$ cat config.mk
export PLATFORM = sky130hd
export DESIGN_NAME = dispense_scheduler
export DESIGN_NICKNAME = d
export VERILOG_FILES = /design/src/rtl/dispense_pkg.sv /design/src/rtl/dispense_scheduler_rr_arbiter.sv /design/src/rtl/dispense_scheduler.sv
export SDC_FILE = /design/constraint.sdc
export NUM_CORES = 1
export LEC_CHECK = 0
export ABC_AREA = 1
export CELL_PAD_IN_SITES_DETAIL_PLACEMENT = 2
export CELL_PAD_IN_SITES_GLOBAL_PLACEMENT = 2
export CORE_UTILIZATION = 37
export CTS_BUF_LIST = sky130_fd_sc_hd__clkbuf_4 sky130_fd_sc_hd__clkbuf_8 sky130_fd_sc_hd__clkbuf_16
export DETAILED_ROUTE_END_ITERATION = 12
export GPL_ROUTABILITY_DRIVEN = 0
export HOLD_SLACK_MARGIN = 0.02
export PLACE_DENSITY_LB_ADDON = 0.1
export SLEW_MARGIN = 20
export SYNTH_ARGS = -nofsm -noshare
export SYNTH_HDL_FRONTEND = slang
export SYNTH_SLANG_ARGS = --single-unit
$ cat constraint.sdc
create_clock -name CLOCK_50 -period 5.2 [get_ports CLOCK_50]
set_clock_uncertainty 0.05 [all_clocks]
set_input_delay 0.52 -clock CLOCK_50 [delete_from_list [all_inputs] [get_ports CLOCK_50]]
set_output_delay 0.52 -clock CLOCK_50 [all_outputs]
set_load 0.02 [all_outputs]
$ cat src/rtl/dispense_pkg.sv
// dispense_pkg: shared types and time-field widths for the dose scheduler.
package dispense_pkg;
  localparam int HOUR_W = 5;
  localparam int MIN_W  = 6;
  localparam int SEC_W  = 6;
  typedef enum logic [1:0] {IDLE, DRIVE, GAP} state_e;
  typedef struct packed {
    logic              en;
    logic [HOUR_W-1:0] hour;
    logic [MIN_W-1:0]  min;
  } slot_t;
  function automatic int idx_w(input int n);
    return n > 1 ? $clog2(n) : 1;
  endfunction
endpackage

$ cat src/rtl/dispense_scheduler_rr_arbiter.sv
// rr_arbiter: picks the first requesting channel after last, wrapping around.
module rr_arbiter
  import dispense_pkg::*;
#(
  parameter int N = 4,
  parameter int W = idx_w(N)
) (
  input  logic [N-1:0] req,
  input  logic [W-1:0] last,
  output logic [W-1:0] grant,
  output logic         valid
);
  logic [W-1:0] j;
  // Scan from the farthest offset down so the nearest requester wins.
  always_comb begin
    grant = '0;
    j = '0;
    for (int i = N; i >= 1; i--) begin
      j = W'((int'(last) + i) % N);
      if (req[j]) grant = j;
    end
  end
  assign valid = |req;
endmodule

$ cat src/rtl/dispense_scheduler.sv
// dispense_scheduler: matches dose times per channel and serialises motor pulses
// through a round-robin arbiter, with a per-dose acknowledge alarm and miss counter.
module dispense_scheduler
  import dispense_pkg::*;
#(
  parameter int NUM_CH        = 4,
  parameter int NUM_SLOTS     = 3,
  parameter int PULSE_CYCLES  = 50_000_000,
  parameter int GAP_CYCLES    = 5_000_000,
  parameter int ACK_TIMEOUT_S = 600
) (
  input  logic                         CLOCK_50,
  input  logic                         resetn,
  input  logic                         sec_tick,
  input  logic [HOUR_W-1:0]            hours,
  input  logic [MIN_W-1:0]             minutes,
  input  logic [SEC_W-1:0]             seconds,
  input  logic                         cfg_we,
  input  logic [idx_w(NUM_CH)-1:0]     cfg_ch,
  input  logic [idx_w(NUM_SLOTS)-1:0]  cfg_slot,
  input  logic                         cfg_en,
  input  logic [HOUR_W-1:0]            cfg_hour,
  input  logic [MIN_W-1:0]             cfg_min,
  input  logic [NUM_CH-1:0]            ov_req,
  input  logic                         ack,
  output logic [NUM_CH-1:0]            dispense,
  output logic                         busy,
  output logic [NUM_CH-1:0]            pending,
  output logic                         alarm,
  output logic [7:0]                   missed_count
);
  localparam int CW    = idx_w(NUM_CH);
  localparam int CNT_W = $clog2((PULSE_CYCLES > GAP_CYCLES ? PULSE_CYCLES : GAP_CYCLES) + 1);
  localparam int TW    = $clog2(ACK_TIMEOUT_S + 1);

  state_e             state_q, state_d;
  logic [CNT_W-1:0]   cnt_q, cnt_d;
  logic [CW-1:0]      last_q, last_d;
  logic [NUM_CH-1:0]  disp_q, disp_d, pend_q, pend_d;
  logic               alarm_q, alarm_d;
  logic [TW-1:0]      tmr_q, tmr_d;
  logic [7:0]         miss_q, miss_d;
  slot_t              tbl_q [NUM_CH][NUM_SLOTS];
  slot_t              tbl_d [NUM_CH][NUM_SLOTS];
  logic [NUM_CH-1:0]  match, req;
  logic [CW-1:0]      arb_grant;
  logic               arb_valid, deliver, miss_ev;

  rr_arbiter #(.N(NUM_CH), .W(CW)) u_arb (
    .req   (pend_q),
    .last  (last_q),
    .grant (arb_grant),
    .valid (arb_valid)
  );

  always_comb begin
    match = '0;
    for (int c = 0; c < NUM_CH; c++)
      for (int s = 0; s < NUM_SLOTS; s++)
        if (tbl_q[c][s].en && tbl_q[c][s].hour == hours && tbl_q[c][s].min == minutes) match[c] = 1'b1;
  end

  assign req = ov_req | ((sec_tick && seconds == '0) ? match : '0);

  always_comb begin
    state_d = state_q;
    cnt_d   = cnt_q;
    last_d  = last_q;
    disp_d  = disp_q;
    pend_d  = pend_q | req;
    tbl_d   = tbl_q;
    deliver = 1'b0;
    if (cfg_we && int'(cfg_ch) < NUM_CH && int'(cfg_slot) < NUM_SLOTS)
      tbl_d[cfg_ch][cfg_slot] = '{en: cfg_en && cfg_hour <= 5'd23 && cfg_min <= 6'd59,
                                  hour: cfg_hour, min: cfg_min};
    if (state_q == IDLE && arb_valid) begin
      state_d           = DRIVE;
      cnt_d             = CNT_W'(PULSE_CYCLES - 1);
      last_d            = arb_grant;
      disp_d            = NUM_CH'(1) << arb_grant;
      pend_d[arb_grant] = req[arb_grant];
    end else if (state_q == DRIVE) begin
      cnt_d = cnt_q == '0 ? CNT_W'(GAP_CYCLES - 1) : cnt_q - 1'b1;
      if (cnt_q == '0) begin
        state_d = GAP;
        disp_d  = '0;
        deliver = 1'b1;
      end
    end else if (state_q == GAP) begin
      cnt_d   = cnt_q == '0 ? '0 : cnt_q - 1'b1;
      state_d = cnt_q == '0 ? IDLE : GAP;
    end
    // A fresh delivery over an unacknowledged one retires the old dose as missed.
    miss_ev = alarm_q && !ack && (deliver || (sec_tick && tmr_q == TW'(1)));
    alarm_d = deliver || (alarm_q && !ack && !miss_ev);
    tmr_d   = deliver ? TW'(ACK_TIMEOUT_S)
            : (alarm_q && sec_tick && tmr_q != '0) ? tmr_q - 1'b1 : tmr_q;
    miss_d  = (miss_ev && miss_q != 8'hFF) ? miss_q + 8'd1 : miss_q;
  end

  always_ff @(posedge CLOCK_50 or negedge resetn) begin
    if (!resetn) begin
      state_q <= IDLE;
      cnt_q   <= '0;
      last_q  <= CW'(NUM_CH - 1);
      disp_q  <= '0;
      pend_q  <= '0;
      alarm_q <= 1'b0;
      tmr_q   <= '0;
      miss_q  <= '0;
      for (int c = 0; c < NUM_CH; c++)
        for (int s = 0; s < NUM_SLOTS; s++)
          tbl_q[c][s] <= '0;
    end else begin
      state_q <= state_d;
      cnt_q   <= cnt_d;
      last_q  <= last_d;
      disp_q  <= disp_d;
      pend_q  <= pend_d;
      alarm_q <= alarm_d;
      tmr_q   <= tmr_d;
      miss_q  <= miss_d;
      tbl_q   <= tbl_d;
    end
  end

  assign dispense     = disp_q;
  assign busy         = state_q != IDLE;
  assign pending      = pend_q;
  assign alarm        = alarm_q;
  assign missed_count = miss_q;
endmodule

# Word level (Yosys, flattened, before mapping)
# Cells that the tools add are included.
[totals] ff_bits=201 output_inout_bits=18 input_bits=42 elab_cells=207
[classes] n_bitwise=4 n_addsub=7 n_lt_le_gt_ge=13 shift=1 n_reduce_logical=55 eq_ne=29 mux=54
[op_table] cell="$bwmux W144" n=1
[op_table] cell="$mux W26" n=5
[op_table] cell="$demux W36 S2" n=1
[op_table] cell="$eq A6 B6 Y1" n=12
[op_table] cell="$eq A5 B5 Y1" n=12
[op_table] cell="$logic_and A1 B1 Y1" n=39
[op_table] cell="$mux W36" n=1
[op_table] cell="$logic_not A26 Y1" n=1
[op_table] cell="$sub A26 B1 Y26 const B" n=1
[op_table] cell="$demux W12 S2" n=1
[op_table] cell="$mux W1" n=21
[op_table] cell="$mux W10" n=2
[op_table] cell="$mux W4" n=5
[op_table] cell="$mux W2" n=9
[op_table] cell="$lt A2 B3 Y1 const B" n=5
[op_table] cell="$mux W12" n=1
[op_table] cell="$bmux W1 S2" n=5
[op_table] cell="$eq A10 B1 Y1 const B" n=1
[op_table] cell="$reduce_bool A10 Y1" n=1
[op_table] cell="$sub A10 B1 Y10 const B" n=1
[op_table] cell="$add A8 B1 Y8 const B" n=1
[op_table] cell="$ne A8 B8 Y1 const B" n=1
[op_table] cell="$or A4 B4 Y4" n=2
[op_table] cell="$reduce_bool A2 Y1" n=4
[op_table] cell="22 further kinds" n=30

# Logic depth before layout (Yosys ltp)
[depth] ltp_word=13 mapped_depth=15 depth_no_buf=15

# Hierarchy
# From an unflattened synthesis, not the netlist that was laid out.
[hier_totals] cells_unflattened=1654 area_unflattened_um2=11463.5
[modules_own_cells] mod="dispense_scheduler" area_each_um2=11197.0 cells_per_inst=1603 n_inst=1 seq_area_each_um2=5032.3
[modules_own_cells] mod="rr_arbiter" area_each_um2=266.5 cells_per_inst=51 n_inst=1 seq_area_each_um2=0.0

# Least setup slack after synthesis
# Ideal clock, no wire load.
[synth_timing] path_kind="register to register" startpoint="register cnt_q[0]" endpoint="register cnt_q[22]" stages_incl_launch_ff=12 synth_period_minus_slack_ns=1.806 required_time_ns=5.026 setup_ns=0.124 path_buffers=0 path_slack_ns=3.394 arrival_time_ns=1.633 cell_sequence="dfrtp_1 -> inv_1 -> ha_1 -> nand2_1 -> nor2_2 -> nand3_1 -> nor2_1 -> nand2_1 -> nand2_1 -> inv_1 -> o21ai_0 -> a21oi_1"
[synth_between] elab_chain_len=5 elab_cells_between_ends=7 classes_between="add/sub: 1; mux: 5; reduce/logical: 1"
[synth_lines] item="start, declared" line="dispense_scheduler.sv:37" text="logic [CNT_W-1:0] cnt_q, cnt_d;"
[synth_lines] item="start signal, assigned" line="dispense_scheduler.sv:116" text="cnt_q <= cnt_d;"
[synth_lines] item="$sub A26 B1 Y26 or $logic_not A26 Y1 (tied branches)" line="dispense_scheduler.sv:83, dispense_scheduler.sv:90"
[synth_lines] item="$mux W26" line="dispense_scheduler.sv:90" text="cnt_d = cnt_q == '0 ? '0 : cnt_q - 1'b1;"
[synth_lines] item="$mux W26" line="dispense_scheduler.sv:89" text="end else if (state_q == GAP) begin"
[synth_lines] item="$mux W26 (*)" line="dispense_scheduler.sv:82" text="end else if (state_q == DRIVE) begin"
[synth_lines] item="$mux W26 (*)" line="dispense_scheduler.sv:76" text="if (state_q == IDLE && arb_valid) begin"
# Mark *: on every way between the ends. The rest lies on a longest branch, timed or not. The select of a mux whose other input is x is not followed.
# A chain may end at the register's enable or synchronous reset.

# Worst setup path in the final report
[layout_timing] startpoint="input port hours[1]" endpoint="register pend_q[3], in the netlist pending[3]"
[layout_between] elab_chain_len=12 elab_cells_between_ends=55 classes_between="eq/ne: 12; mux: 17; bitwise: 2; reduce/logical: 24"
[layout_lines] item="start, declared" line="dispense_scheduler.sv:15" text="input logic [HOUR_W-1:0] hours,"
[layout_lines] item="$eq A5 B5 Y1" line="dispense_scheduler.sv:60" text="if (tbl_q[c][s].en && tbl_q[c][s].hour == hours && tbl_q[c][s].min == minutes) match[c] = 1'b1;"
[layout_lines] item="$logic_and A1 B1 Y1 (2 in a row)" line="dispense_scheduler.sv:60"
[layout_lines] item="$mux W1 (3 in a row)" line="dispense_scheduler.sv:60"
[layout_lines] item="$mux W4 (*)" line="dispense_scheduler.sv:63" text="assign req = ov_req | ((sec_tick && seconds == '0) ? match : '0);"
[layout_lines] item="$or A4 B4 Y4 (*)" line="dispense_scheduler.sv:63"
[layout_lines] item="$bmux W1 S2" line="dispense_scheduler.sv:81" text="pend_d[arb_grant] = req[arb_grant];"
[layout_lines] item="$mux W1 (implied by the code)" line="dispense_scheduler.sv:81"
[layout_lines] item="$bwmux W4" line="dispense_scheduler.sv:81"
[layout_lines] item="$mux W4 (*)" line="dispense_scheduler.sv:76"
[layout_lines] item="net pend_d[3]" line="dispense_scheduler.sv:39" text="logic [NUM_CH-1:0] disp_q, disp_d, pend_q, pend_d;"
[layout_lines] item="end signal, assigned" line="dispense_scheduler.sv:119" text="pend_q <= pend_d;"
[layout_lines] item="end, declared" line="dispense_scheduler.sv:39"
# The timed path passes the listed nets; every way through them passes the cells marked *. The select of a mux whose other input is x is not followed.

==> metrics.csv <==
metric;value;unit
largest net degree at the start of global routing;112;
post-DP HPWL;29000;microns
first-pass GRT wire length;68300;microns
die height;175;microns
placed cell count;2001;
# IOs;60;
slowest stage cell, crit path;clkdlybuf4s50_1;
Yosys top cell by area;dfrtp_1;
ys flop type;dfrtp_1;
Setup TNS Final;0;ns
CTS Buf Count;25;
Critical Path, Cell by Cell;clkdlybuf4s50_1 -> clkinv_1 -> nand2_1 -> nand2_1 -> nand2_1 -> nor2_1 -> nand3_1 -> nand3_1 -> a21oi_1 -> o21ai_0 -> nand2_1 -> nand2_1;
Crit Path Class;in -> reg;
hold_buf cts;0;
WHS;0.0448;ns
WL met3;1410;microns
ratio of total power to cell area;393;nW/um^2
setup repair bufs after CTS;0;
WL/cell;21.0;microns
critical path endpoint category;flop;
Tcrit/Tclk final;56.0;%
Area Overhead vs Synth;16.8;%
Final Hold Viols;0;
Buf/Inv on CP;2;
Sink Count;201;
worst skew pair latency;0.53;ns
Top Metal Used;met4;
synthesized flop and latch total;201;
Die Footprint;30700;sq um
Synth Net Count;1626;
final net count;1685;
upper clock frequency limit;343;MHz
Routed Antenna Nets;0;
post-synth top area share;44.9;%
Longest Clk Path Bufs;3;
setup slack at placement;1.79;ns
antenna violations before repair;0;
number of DRC markers in iteration 0;564;
Slew Limit Fails;0;
vias in the first global route;11800;
Vias;10700;
Remaining DRCs;0;
CP max stage delay;0.97;ns
minimum clock period;2.91;ns
Avg Cell Area, Syn;7.02;sq um
most frequent cells in the layout;558 x nand2_1, 226 x inv_1, 199 x dfrtp_1;
startpoint types;input port;
number of port buffers;59;
Routed Wire Length;43000;microns
met2 routed WL;20600;microns
Ys Warns;0;
Post-synth EDFFs;0;
max-cap check violation count;0;
Post-synth ARST share;100;%
final setup vio count;0;
core area;29600;sq um
grt ovf;0;
most common cell after layout, fill and taps aside;nand2_1;
row count;63;
die width;175;microns
Root Buffer;clkbuf_16;
depth of the CTS H-tree;1;
Worst Max-Slew Pin Slew;0.970;ns
vias per cell;5.24;
Worst EP arrival;3.28;ns
status;finished, final reports clean;
global-route usage over all layers;29.0;%
Worst EP required;5.57;ns
Hold/Removal Path Class;in -> async;
clock transition at the registers of the reported paths;0.06;ns
Max VDD drop;0.248;mV
DR pass1 iterations;5;
Rel. slew slack;35.1;%
Cell Area, Synth;11100;sq um
Pwr Total;5080;uW
top cells by area, synth;dfrtp_1 45%, nand2_1 19%, inv_1 7.6%, o21ai_0 7.4%, nor2_1 4.7%;
Mapped Cells;1579;
CP delay by family, top;buffers and inverters;
post-synthesis sequential area ratio;45.4;%
Cell Count, Final, Fillers Out;2043;
post-synth cell types;36;
Pleak;0.00638;uW
Worst path most repeated cell;nand2_1;
CP max FO;12;
Antenna diodes;0;
M1 WL;20000;microns
CTS tree;built;
fin worst setup slack;2.29;ns
RSZ-0062 raised after global routing;no;
Initial Util;37.5;%
share of layout cells above drive strength 1;6.29;%
post-CTS resize count;0;
[worst register-to-register path, stage by stage, from the launching register on]
cell,delay (ns)
dfrtp_1,0.45
nor2_2,0.21
nand2_2,0.11
nor2_4,0.15
nand2_2,0.10
nor2_2,0.49
inv_2,0.26
o21ai_1,0.39
nor2_1,0.10
[synthesized netlist by cell type (all sizes together), types with 3 or more instances]
cell / n
a21oi: 38
a22oi: 5
buf: 12
clkbuf: 40
clkinv: 5
dfrtp: 199
ha: 5
inv: 230
nand2: 566
nand3: 58
nand4: 23
nor2: 151
nor3: 8
nor4: 3
o211ai: 4
o21ai: 169
o22ai: 5
or2: 3
xnor2: 31
xor2: 17
[logic make-up (layout without fill, tap and decap cells)]
family	count (synthesis)	after routing	synth area share, %
adders and majority gates	5	5	0.564
xor gates and xnor gates	48	48	3.79
muxes	2	2	0.203
DFF	201	201	45.4
AOI/OAI and AO/OA	223	223	10.5
and+or+nand+nor	813	813	29.7
buffers and inverters	287	361	9.90
[through the flow]
step | utilization [%] | instance area (sq um)
floorplan | - | 11100
global placement | 41.2 | 12200
detailed placement | 41.2 | 12200
CTS | 43.8 | 13000
global route | 43.8 | 13000
finish | 43.8 | 13000
[power by group]
part	switching (uW)	internal [uW]
Sequential	224	1890
Combinational	824	436
Clock	697	1010
[layer usage]
metal	vias to the layer above	GRT usage [%]
met5	-	0
met4	0	7.50
met3	60	2.65
met2	172	49.4
met1	5487	39.4
li1	4983	-
[path summary, 6_finish.rpt]
kind	startpoint	to	slack (ns)	depth (start not counted)
setup reg to reg	cnt_q[14]	cnt_q[7]	2.77	8
setup / recovery	hours[1]	pending[3]	2.29	12
min in group CLOCK_50	dispense[2]	dispense[2]	0.45	2
hold reg to reg	dispense[2]	dispense[2]	0.45	2
hold / removal	resetn	tbl_q[95]	0.04	1
max in group asynchronous	resetn	tbl_q[118]	3.96	2
[area by class of cell]
type,count,area (sq um)
clock buffer,39,774
multi-input combinational,1091,4960
fill,3525,16600
clock inverter,3,15.0
sequential,201,5030
tap,390,488
inverter,235,887
timing repair buffer,84,796
[registers in the layout (all words and copies together) (netlist names)]
name	cells
pending	4
missed_count	8
dispense	4
last_q	2
tmr_q	10
tbl_q	144
cnt_q	26
state_q	2
alarm	1
Note: power is estimated with default switching activity, not from simulation.
